### src/rtl/tpu_operand_bank_if.sv
// Host-side write/commit handshake for tpu_operand_bank.
// The master is the host (plus the array's busy flag); the slave is the operand bank.
interface tpu_operand_bank_if #(
  parameter int DIM    = 2,
  parameter int DATA_W = 8
);
  localparam int NumElem = 2 * DIM * DIM;
  localparam int ADDR_W  = ($clog2(NumElem) < 1) ? 1 : $clog2(NumElem);

  logic              wr_valid;
  logic              wr_ready;
  logic              wr_auto;
  logic [ADDR_W-1:0] wr_addr;
  logic [DATA_W-1:0] wr_data;
  logic              commit;
  logic              busy;
  logic              commit_done;

  modport master (
    output wr_valid, wr_auto, wr_addr, wr_data, commit, busy,
    input  wr_ready, commit_done
  );

  modport slave (
    input  wr_valid, wr_auto, wr_addr, wr_data, commit, busy,
    output wr_ready, commit_done
  );
endinterface

### src/rtl/tpu_operand_bank.sv
// Double-buffered DIM x DIM weights/inputs store; host fills the shadow bank, commit swaps banks.
// Optional shadow-bank readback port when TPU_OPERAND_READBACK_EN is defined.
module tpu_operand_bank #(
  parameter int DIM       = 2,
  parameter int DATA_W    = 8,
  localparam int NumElem  = 2 * DIM * DIM,
  localparam int ADDR_W   = ($clog2(NumElem) < 1) ? 1 : $clog2(NumElem)
) (
  input  logic                         clk,
  input  logic                         rst,
  tpu_operand_bank_if.slave            bus,
  output logic                         bank_sel,
  output logic                         shadow_full,
  output logic                         addr_err,
  output logic [DIM*DIM*DATA_W-1:0]    weights_flat,
  output logic [DIM*DIM*DATA_W-1:0]    inputs_flat
`ifdef TPU_OPERAND_READBACK_EN
  ,
  input  logic                         rd_en,
  input  logic [ADDR_W-1:0]            rd_addr,
  output logic [DATA_W-1:0]            rd_data,
  output logic                         rd_valid
`endif
);

  localparam int                Half     = DIM * DIM;
  localparam logic [ADDR_W:0]   NumElemW = (ADDR_W + 1)'(NumElem);
  localparam logic [ADDR_W-1:0] PtrLast  = ADDR_W'(NumElem - 1);
  localparam logic              StFill    = 1'b0;
  localparam logic              StPending = 1'b1;

  logic                state_q, state_d;
  logic                bank_sel_q;
  logic                commit_done_q;
  logic                shadow_full_q;
  logic                addr_err_q;
  logic [ADDR_W-1:0]   ptr_q, ptr_d;
  logic [NumElem-1:0]  mask_q, mask_d;
  logic [DATA_W-1:0]   mem_q [2][NumElem];

  logic                wr_fire;
  logic                in_range;
  logic                swap;
  logic [ADDR_W-1:0]   eff_addr;

  always_comb begin
    wr_fire  = bus.wr_valid && (state_q == StFill);
    eff_addr = bus.wr_auto ? ptr_q : bus.wr_addr;
    in_range = {1'b0, eff_addr} < NumElemW;
    swap     = (state_q == StPending) && !bus.busy;

    state_d = state_q;
    if (state_q == StFill && bus.commit) state_d = StPending;
    if (swap)                            state_d = StFill;

    ptr_d = ptr_q;
    if (wr_fire && bus.wr_auto) ptr_d = (ptr_q == PtrLast) ? '0 : ptr_q + ADDR_W'(1);
    if (swap)                   ptr_d = '0;

    mask_d = mask_q;
    if (wr_fire && in_range) mask_d[eff_addr] = 1'b1;
    if (swap)                mask_d = '0;
  end

  always_ff @(posedge clk) begin
    if (rst) begin
      state_q       <= StFill;
      bank_sel_q    <= 1'b0;
      commit_done_q <= 1'b0;
      shadow_full_q <= 1'b0;
      addr_err_q    <= 1'b0;
      ptr_q         <= '0;
      mask_q        <= '0;
      for (int b = 0; b < 2; b++) begin
        for (int i = 0; i < NumElem; i++) mem_q[b][i] <= '0;
      end
    end else begin
      state_q       <= state_d;
      ptr_q         <= ptr_d;
      mask_q        <= mask_d;
      commit_done_q <= swap;
      shadow_full_q <= &mask_d;
      if (swap) bank_sel_q <= ~bank_sel_q;
      // Out-of-range writes still complete the handshake; only the store is dropped.
      if (wr_fire && !in_range) addr_err_q <= 1'b1;
      if (wr_fire && in_range)  mem_q[~bank_sel_q][eff_addr] <= bus.wr_data;
    end
  end

  always_comb begin
    weights_flat = '0;
    inputs_flat  = '0;
    for (int k = 0; k < Half; k++) begin
      weights_flat[k*DATA_W +: DATA_W] = mem_q[bank_sel_q][k];
      inputs_flat[k*DATA_W +: DATA_W]  = mem_q[bank_sel_q][Half + k];
    end
  end

  assign bus.wr_ready    = (state_q == StFill);
  assign bus.commit_done = commit_done_q;
  assign bank_sel        = bank_sel_q;
  assign shadow_full     = shadow_full_q;
  assign addr_err        = addr_err_q;

`ifdef TPU_OPERAND_READBACK_EN
  logic [DATA_W-1:0] rd_data_q;
  logic              rd_valid_q;
  logic              rd_range;

  assign rd_range = {1'b0, rd_addr} < NumElemW;

  // Reads see the pre-edge contents, so a same-cycle write to the same address returns old data.
  always_ff @(posedge clk) begin
    if (rst) begin
      rd_data_q  <= '0;
      rd_valid_q <= 1'b0;
    end else begin
      rd_valid_q <= rd_en;
      if (rd_en) rd_data_q <= rd_range ? mem_q[~bank_sel_q][rd_addr] : '0;
    end
  end

  assign rd_data  = rd_data_q;
  assign rd_valid = rd_valid_q;
`endif

endmodule

### src/flat_wrapper.sv
// flat-port wrapper written by rule: the top's interface ports become plain ports
module tpu_operand_bank_flat 
#(
  parameter int DIM       = 2,
  parameter int DATA_W    = 8,
  localparam int NumElem  = 2 * DIM * DIM,
  localparam int ADDR_W   = ($clog2(NumElem) < 1) ? 1 : $clog2(NumElem)
)
  (clk, rst, bank_sel, shadow_full, addr_err, weights_flat, inputs_flat, bus_wr_valid, bus_wr_auto, bus_wr_addr, bus_wr_data, bus_commit, bus_busy, bus_wr_ready, bus_commit_done);
  tpu_operand_bank_if #(.DIM(DIM), .DATA_W(DATA_W)) bus_i ();
  input  logic clk;
  input  logic rst;
  output logic bank_sel;
  output logic shadow_full;
  output logic addr_err;
  output logic [DIM*DIM*DATA_W-1:0] weights_flat;
  output logic [DIM*DIM*DATA_W-1:0] inputs_flat;
  input wire logic [$bits(bus_i.wr_valid)-1:0] bus_wr_valid;
  input wire logic [$bits(bus_i.wr_auto)-1:0] bus_wr_auto;
  input wire logic [$bits(bus_i.wr_addr)-1:0] bus_wr_addr;
  input wire logic [$bits(bus_i.wr_data)-1:0] bus_wr_data;
  input wire logic [$bits(bus_i.commit)-1:0] bus_commit;
  input wire logic [$bits(bus_i.busy)-1:0] bus_busy;
  output wire logic [$bits(bus_i.wr_ready)-1:0] bus_wr_ready;
  output wire logic [$bits(bus_i.commit_done)-1:0] bus_commit_done;
  assign bus_i.wr_valid = bus_wr_valid;
  assign bus_i.wr_auto = bus_wr_auto;
  assign bus_i.wr_addr = bus_wr_addr;
  assign bus_i.wr_data = bus_wr_data;
  assign bus_i.commit = bus_commit;
  assign bus_i.busy = bus_busy;
  assign bus_wr_ready = bus_i.wr_ready;
  assign bus_commit_done = bus_i.commit_done;
  tpu_operand_bank #(.DIM(DIM), .DATA_W(DATA_W)) u_core (.clk(clk), .rst(rst), .bus(bus_i), .bank_sel(bank_sel), .shadow_full(shadow_full), .addr_err(addr_err), .weights_flat(weights_flat), .inputs_flat(inputs_flat));
endmodule
### config.mk
export PLATFORM = sky130hd
export DESIGN_NAME = tpu_operand_bank_flat
export DESIGN_NICKNAME = d
export VERILOG_FILES = /design/src/rtl/tpu_operand_bank_if.sv /design/src/rtl/tpu_operand_bank.sv /design/src/flat_wrapper.sv
export SDC_FILE = /design/constraint.sdc
export NUM_CORES = 1
export LEC_CHECK = 0
export BUFFER_PORTS_ARGS = -buffer_cell sky130_fd_sc_hd__buf_2
export CAP_MARGIN = 20
export CORE_MARGIN = 3
export CORE_UTILIZATION = 51
export CTS_CLUSTER_DIAMETER = 100
export DETAILED_ROUTE_END_ITERATION = 10
export PLACE_DENSITY = 0.79
export REMOVE_ABC_BUFFERS = 1
export SYNTH_ARGS = -nofsm -noshare
export SYNTH_HDL_FRONTEND = slang
export SYNTH_SLANG_ARGS = --single-unit
### constraint.sdc
create_clock -name clk -period 3.1 [get_ports clk]
set_clock_uncertainty 0.2 [all_clocks]
set_input_delay 0.93 -clock clk [delete_from_list [all_inputs] [get_ports clk]]
set_output_delay 0.93 -clock clk [all_outputs]
set_load 0.1 [all_outputs]
==> out/qor.txt, run 1 <==
Die X = 115 µm
CTS Buffer Depth = 2
DPL Wire Length = 8850 µm
Synthesis warning total = 0
Routed Antenna Nets = 0
Setup crit end kind = output pin
Via density = 5.57
Primary FF master, synth = edfxtp_1
R2R Path End = u_core.mem_q[0][16]
Die Ht = 115 µm
Arrival time worst endpoint = 1.90 ns
Postcts setup bufs = 0
# fillers = 856
Slowest stage delay, CP = 0.54 ns
Syn_area_per_cell = 15.0 µm²
Ant diodes = 0
Num rows = 39
Final min period = 3.03 ns
First drt pass iteration count = 5
Power per Cell Area = 692 mW/mm²
Synth area leader = edfxtp_1
Max VDD drop = 0.353 mV
Starting Density = 52.6%
EDFF count, synth = 128
FF-to-FF Start = u_core.state_q
Slew HR = 64.2%
Max-cap viol count = 0
GRT busiest layer = met2
Largest net degree at the start of global routing = 31
Synth Cell Area = 0.00606 mm²
Most frequent cells in the layout = edfxtp_1, buf_2, and2_1, mux2_2, nor2_1
CP Buf/Inv Count = 2
Initial antenna violation count = 0
Internal power = 3.62 mW
Seq cells post-synth = 144
Area post-placement = 0.00675 mm²
Crit Path Max Fanout = 30
Leakage = 2.93 nW
Crit path depth = 3
CTS tree = built
Crit path kind = reg2out
GRT Residual Overflow = 0
Worst-Skew Late Latency = 0.41 ns
Num CTS Buffers = 17
Slew Limit Fails = 0
Grt met1 use = 27.9%
Worst-Margin Slew = 0.535 ns
Sequential element share of the synthesized area = 68.7%
Setup crit start kind = flip-flop
Hold Crit Class = reg2reg
Clock power frac = 39.9%
Drt initial violations = 269
Final #Nets = 531
Most common cell after layout, fill and taps aside = edfxtp_1
Core area = 0.0115 mm²
P_sw = 1.46 mW
Final setup vio count = 0
Vias in the first global route = 3778
Switching portion of total power = 28.8%
Final Cell Area = 0.00735 mm²
Clock-pin slew on the worst setup and hold paths = 0.06 ns
Unrepaired setup endpoints after global routing = false
Routed WL per cell = 20.0 µm
Sequential share of power = 44.0%
Crit-path cells = buf_12 > mux2_2 > buf_2
# IOs = 86
Met3 usage = 5.53%
Fraction of registers with async set/reset = 0%
CTS Sinks = 144
Root Driver = clkbuf_16
Die area = 0.0132 mm²
Cell count after synthesis = 405
WHS = 0.282 ns
# H-tree levels = 4
Synth cell types = 37
DRC violations left = 0
FF-to-FF path depth = 4
Fmax = 0.330 GHz
Layout area overhead = 21.2%
Period utilization = 97.6%
Final Hold Fails = 0
Worst reg-to-reg setup slack = 0.81 ns
GR Layer Usage met2 = 33.9%
Via count = 3718
Combinational power share = 16.1%
# hold bufs at CTS = 0
CP Data Required Time = 1.97 ns
Wirelength, routed = 13400 µm
PortBufs = 84
Gpl congestion = 0.956
GR Util All Layers = 21.2%
CP Capture Point = weights_flat[29]
Slowest stage cell, crit path = dfxtp_2
Synth top area cells = edfxtp_1, mux2_2, and2_1, dfxtp_1, nor2_1
CTS resizes = 0
First-pass GRT wire length = 20600 µm
Area share of the largest cell type after synthesis = 63.4%
Layout cells sized above 1 = 40.0%
Delay-heaviest family, CP = buffers and inverters
Status = finished, final reports clean
## tightest hold or removal path: stages (launching register included)
cell,delay (ns)
dfxtp_1,0.33
nor2_1,0.05
nor2_1,0.07
## worst min-delay path by stage
stage	to	start	slack, ns	cells after the start
detailed placement	u_core.mask_q[6]	u_core.mask_q[6]	0.27	2
global placement	u_core.mask_q[5]	u_core.mask_q[5]	0.25	2
floorplan	u_core.mask_q[2]	u_core.mask_q[2]	0.24	2
finish	u_core.mask_q[7]	u_core.mask_q[7]	0.28	2
CTS	u_core.mask_q[6]	u_core.mask_q[6]	0.28	2
global route	u_core.mask_q[4]	u_core.mask_q[4]	0.32	2
## registers in the layout, summed over array words and instances, names as in the netlist, named ones only
signal                  count
u_core.mem_q              128
u_core.mask_q               8
u_core.ptr_q                3
u_core.bank_sel             1
u_core.bus.commit_done      1
u_core.shadow_full          1
u_core.state_q              1
## cell usage after synthesis (3+ instances only)
master / count
a211oi_1: 7
a21oi_1: 5
and2_1: 81
clkbuf_1: 10
dfxtp_1: 16
edfxtp_1: 128
inv_1: 5
mux2_2: 65
mux2i_1: 3
nand2_1: 12
nand2b_1: 3
nand3_1: 3
nand3b_1: 3
nor2_1: 24
nor2b_1: 3
or2_2: 8
## through the flow
stage          util [%]  cells  TNS, ns  power, mW  setup WS (ns)
2_1_floorplan         -    392   -28.92       2.93         -0.442
3_3_place_gp       58.6    636        0       3.08          0.202
3_5_place_dp       58.6    636        0       3.10         0.0968
4_1_cts            63.8    668        0       5.11         0.0450
5_1_grt            63.8    668        0       5.23        0.00542
6_report           63.8    668        0       5.08         0.0735
## power by group through the flow
stage,logic [mW],clock network (mW),registers [mW]
finish,0.817,2.03,2.24
global placement,0.809,0,2.27
detailed placement,0.817,0,2.28
global route,0.843,2.14,2.25
CTS,0.819,2.05,2.24
floorplan,0.639,0,2.29
## layer usage
metal,vias to the layer above,wire [µm]
li1,1696,-
met1,1823,5600
met2,166,6550
met4,0,336
met5,-,0
met3,33,903
## layout make-up
type | instances | area [µm²] | share of cell area [%]
well taps | 143 | 179 | 2.43
inverters | 5 | 18.8 | 0.255
multi-input cells | 243 | 1820 | 24.7
clock buffers | 18 | 429 | 5.84
clock inverters | 14 | 166 | 2.26
flip-flops and latches | 144 | 4170 | 56.7
repair buffers | 101 | 573 | 7.80
## logic make-up (layout without fill, tap and decap cells)
kind of cell	Yosys count	after routing	synth area share, %
AND/OR/NAND/NOR	148	148	14.1
XOR/XNOR	1	1	0.145
multiplexers	68	68	12.6
buffers and inverters	18	138	1.32
adder cells (fa/ha/maj)	2	2	0.413
other	1	1	0.0619
AO/OA/AOI/OAI	23	23	2.66
flip-flops	144	144	68.7
(Power assumes the default switching activity.)
==> run 2: changes to the inputs <==
- CORE_UTILIZATION: 51 -> 40
- PLACE_DENSITY: 0.79 -> 0.65
==> run 2 against run 1 <==
Global-route usage is 4.4 points lower. Final cell count is 6.4% higher. Clock power is 4% lower. Total power is 1.5% lower. Design area is 0.48% higher. Non-clock buffer count is 2 higher. Die area is 26% higher. Setup slack better by 0.089 ns. Wire length is 1.6% higher.
==> out/qor.txt, run 2 (same netlist as run 1, synthesis figures left out) <==
Status = finished, final reports clean
Core area = 0.0147 mm²
First-pass GRT wire length = 20500 µm
Most common cell after layout, fill and taps aside = edfxtp_1
Slew Limit Fails = 0
Die Ht = 129 µm
Initial antenna violation count = 0
Layout area overhead = 21.8%
PortBufs = 84
Vias in the first global route = 3604
CTS Buffer Depth = 2
Largest regs = u_core.mem_q (128), u_core.mask_q (8), u_core.ptr_q (3)
Via count = 3584
Largest net degree at the start of global routing = 28
# IOs = 86
Fin worst setup slack = 0.163 ns
Worst-Skew Late Latency = 0.41 ns
Max reg flops = 128
CTS Sinks = 144
Crit-path cells = buf_12 > mux2_2 > buf_2
Num CTS Buffers = 17
DRC violations left = 0
Sequential cell area = 0.00417 mm²
Postcts setup bufs = 0
CTS resizes = 0
Max-cap viol count = 0
Clock-pin slew on the worst setup and hold paths = 0.06 ns
GRT Residual Overflow = 0
Die area = 0.0167 mm²
Internal power = 3.61 mW
# H-tree levels = 4
Slowest stage cell, crit path = dfxtp_4
Root Driver = clkbuf_16
Sequential share of power = 44.7%
# fillers = 1282
Setup crit start kind = flip-flop
Final setup vio count = 0
Final #Nets = 533
Leakage = 2.94 nW
Ant diodes = 0
Slowest stage delay, CP = 0.48 ns
Routed Antenna Nets = 0
Drt initial violations = 241
GR Util All Layers = 16.9%
Most frequent cells in the layout = edfxtp_1, buf_2, and2_1, mux2_2, nor2_1
Fmax = 0.340 GHz
First drt pass iteration count = 4
Switching portion of total power = 28.0%
CP Data Required Time = 1.97 ns
Slew HR = 66.3%
Fin Setup TNS = 0 ns
DPL Wire Length = 9260 µm
Via density = 5.04
Num rows = 44
Biggest register = u_core.mem_q
Unrepaired setup endpoints after global routing = false
Wirelength, routed = 13600 µm
Pre-CTS WS = 0.159 ns
Combinational power share = 16.4%
P_sw = 1.40 mW
Max VDD drop = 0.413 mV
Clock power frac = 38.9%
Arrival time worst endpoint = 1.81 ns
Routed WL per cell = 19.1 µm
Setup crit end kind = output pin
CTS tree = built
Delay-heaviest family, CP = buffers and inverters
# hold bufs at CTS = 0
Power per Cell Area = 678 mW/mm²
Fin util = 50.2%
Worst-Margin Slew = 0.504 ns
Period utilization = 94.8%
Final Power = 5.01 mW
Starting Density = 41.2%
Multi-input logic area = 0.00182 mm²
Die X = 129 µm
Final min period = 2.94 ns
Crit path kind = reg2out
CP Buf/Inv Count = 2
Hold Crit Class = reg2reg
Final Hold Fails = 0
Layout cells sized above 1 = 38.7%
Crit Path Max Fanout = 27
Gpl congestion = 0.913
[run 2: cell types whose count changed in the layout (fill, tap and decap cells not counted), sizes merged]
cell,previous run,this run
clkbuf,18,22
buf,101,103
inv,6,5
clkinv,5,7
clkinvlp,5,0
[run 2: through the flow]
stage | hold slack (ns) | instance area (µm²) | instances
finish | 0.271 | 7380 | 711
global route | 0.307 | 7380 | 711
CTS | 0.276 | 7380 | 711
detailed placement | 0.263 | 6820 | 679
global placement | 0.253 | 6820 | 679
floorplan | 0.237 | 6000 | 392
[run 2: cell type report]
cell class	count	area share, %
clock buffers	22	6.02
clock inverters	10	1.59
inverters	5	0.254
multi-input cells	243	24.6
flip-flops and latches	144	56.4
well taps	184	3.12
repair buffers	103	7.96
[run 2: path summary, 6_finish.rpt]
check	start	endpoint	slack, ns	cells past startpoint
min	u_core.mask_q[0]	u_core.mask_q[0]	0.27	2
max	flip-flop	inputs_flat[12]	0.16	3
max reg2reg	u_core.state_q	u_core.mem_q[0][3]	0.86	4
min reg2reg	u_core.mask_q[0]	u_core.mask_q[0]	0.27	2
[run 2: metal layers]
layer | vias up | part of all wire [%] | global-route usage (%)
li1 | 1705 | - | -
met4 | 0 | 1.1 | 4.45
met5 | - | 0 | 0
met2 | 103 | 49 | 27.4
met1 | 1763 | 45 | 22.7
met3 | 13 | 5.5 | 4.41
[run 2: worst min-delay path, delay by kind of cell (launching register included)]
kind | cells | cell delay (ns)
and+or+nand+nor | 2 | 0.11
DFF | 1 | 0.33
[run 2: power by group through the flow]
stage / Combinational, mW / Clock, mW / Sequential [mW]
floorplan: 0.639 / 0 / 2.29
global placement: 0.820 / 0 / 2.27
detailed placement: 0.825 / 0 / 2.28
CTS: 0.827 / 1.98 / 2.24
global route: 0.851 / 2.07 / 2.24
finish: 0.821 / 1.95 / 2.24
==> run 3: changes to the inputs <==
--- a/config.mk
+++ b/config.mk
@@ -9,2 +9,3 @@
 export CAP_MARGIN = 20
+export CORE_ASPECT_RATIO = 2
 export CORE_MARGIN = 3
==> constraint.sdc (replaced) <==
create_clock -name clk -period 3.1 [get_ports clk]
set_clock_uncertainty 0.2 [all_clocks]
set_input_delay 0.62 -clock clk [delete_from_list [all_inputs] [get_ports clk]]
set_output_delay 0.62 -clock clk [all_outputs]
set_load 0.1 [all_outputs]
==> run 3 against run 2 <==
Critical path type unchanged. Critical endpoint is now inputs_flat[21]. Total power is 1.0% higher. Design area shrank 0.15%. First-iteration DRC count shrank 2.5%. Count of clock-buffer cells in the layout is 5 lower.
==> out/qor.txt, run 3 (same netlist as run 1, synthesis figures left out) <==
Biggest register = u_core.mem_q
Core area = 0.0148 mm²
Worst-Margin Slew = 0.817 ns
Fmax = 0.379 GHz
Pre-CTS WS = 0.169 ns
Setup crit start kind = flip-flop
FF-to-FF path depth = 4
Vias in the first global route = 3846
Fin worst setup slack = 0.463 ns
Leakage = 2.93 nW
Hold Crit Depth = 3
# hold bufs at CTS = 0
Drt initial violations = 235
Initial antenna violation count = 0
GRT Residual Overflow = 0
CTS tree = built
Slew HR = 44.0%
Largest regs = u_core.mem_q (128), u_core.mask_q (8), u_core.ptr_q (3)
First drt pass iteration count = 4
CTS Sinks = 144
Area post-placement = 0.00678 mm²
Largest net degree at the start of global routing = 65
Period utilization = 85.1%
Final Cell Area = 0.00737 mm²
GR Util All Layers = 17.6%
WL met1 = 5080 µm
Max VDD drop = 0.400 mV
Crit Path Max Fanout = 64
Die area = 0.0168 mm²
WL met3 = 561 µm
Max-cap viol count = 0
Hold Crit Class = in2reg
First-pass GRT wire length = 21500 µm
PortBufs = 84
Routed WL per cell = 19.4 µm
Ant diodes = 0
Via density = 4.99
Final #Nets = 528
Power per Cell Area = 686 mW/mm²
Gpl congestion = 0.858
Via count = 3581
Final min period = 2.64 ns
Starting Density = 40.9%
CTS resizes = 0
Unrepaired setup endpoints after global routing = false
Layout area overhead = 21.6%
Slew Limit Fails = 0
Layout cells sized above 1 = 40.2%
Die Ht = 180 µm
Clock-pin slew on the worst setup and hold paths = 0.06 ns
DR top layer = met4
Most frequent cells in the layout = edfxtp_1, buf_2, and2_1, mux2_2, nor2_1
Routed Antenna Nets = 0
Postcts setup bufs = 0
Status = finished, final reports clean
Root Driver = clkbuf_16
Arrival time worst endpoint = 1.82 ns
CTS Buffer Depth = 2
DPL Wire Length = 9890 µm
Final setup vio count = 0
WL met2 = 7850 µm
Num CTS Buffers = 17
Most common cell after layout, fill and taps aside = edfxtp_1
Worst-Skew Late Latency = 0.41 ns
Crit path kind = reg2out
# IOs = 86
Max reg flops = 128
Wirelength, routed = 13900 µm
CP Data Required Time = 2.28 ns
Num rows = 63
Final Hold Fails = 0
Setup crit end kind = output pin
DRC violations left = 0
Die X = 93.0 µm
# H-tree levels = 4
## run 3: changes by cell type in the layout (fill, tap and decap cells not counted), sizes merged
cell,delta
buf,-5
bufinv,-2
clkbuf,-5
clkinv,-4
clkinvlp,+1
inv,+10
## run 3: path summary, 6_finish.rpt
| kind | from | endpoint | slack, ns |
|---|---|---|---|
| worst max-delay path | flip-flop | inputs_flat[21] | 0.46 |
| worst min-delay path | bus_commit | u_core.state_q | 0.21 |
| worst max register to register | u_core.ptr_q[0] | u_core.mem_q[0][40] | 0.68 |
| worst min register to register | u_core.mask_q[2] | u_core.mask_q[2] | 0.28 |
## run 3: area by class of cell
cell class | count | area [µm²]
Clock buffer | 17 | 425
Sequential cell | 144 | 4170
Timing Repair Buffer | 98 | 538
Clock inverter | 15 | 164
Tap cell | 195 | 244
Multi-Input combinational cell | 243 | 1820
Inverter | 5 | 18.8
Fill cell | 1325 | 7450
## run 3: per-stage QoR
step                cells  utilization (%)  power [mW]  TNS (ns)  hold slack [ns]
finish                717             49.7        5.06         0            0.208
floorplan             392                -        2.93     -8.42            0.237
detailed placement    685             45.8        3.10         0            0.275
global placement      685             45.8        3.09         0            0.252
global route          717             49.7        5.21         0            0.241
CTS                   717             49.7        5.10         0            0.194
## run 3: routing by layer
| metal | global-route usage [%] | vias up |
|---|---|---|
| li1 | - | 1697 |
| met2 | 32.2 | 100 |
| met3 | 4.10 | 29 |
| met4 | 7.81 | 0 |
| met5 | 0 | - |
| met1 | 18.7 | 1755 |
## run 3: where the power goes
| part | internal (mW) | switching, mW |
|---|---|---|
| Combinational | 0.149 | 0.668 |
| Clock | 1.15 | 0.861 |
| Sequential | 2.20 | 0.0299 |
## run 3: worst max-delay path, cell delays in order, from the launching register on
cell and delay (ns):
dfxtp_2 0.34, buf_12 0.31, mux2_2 0.41, buf_2 0.30
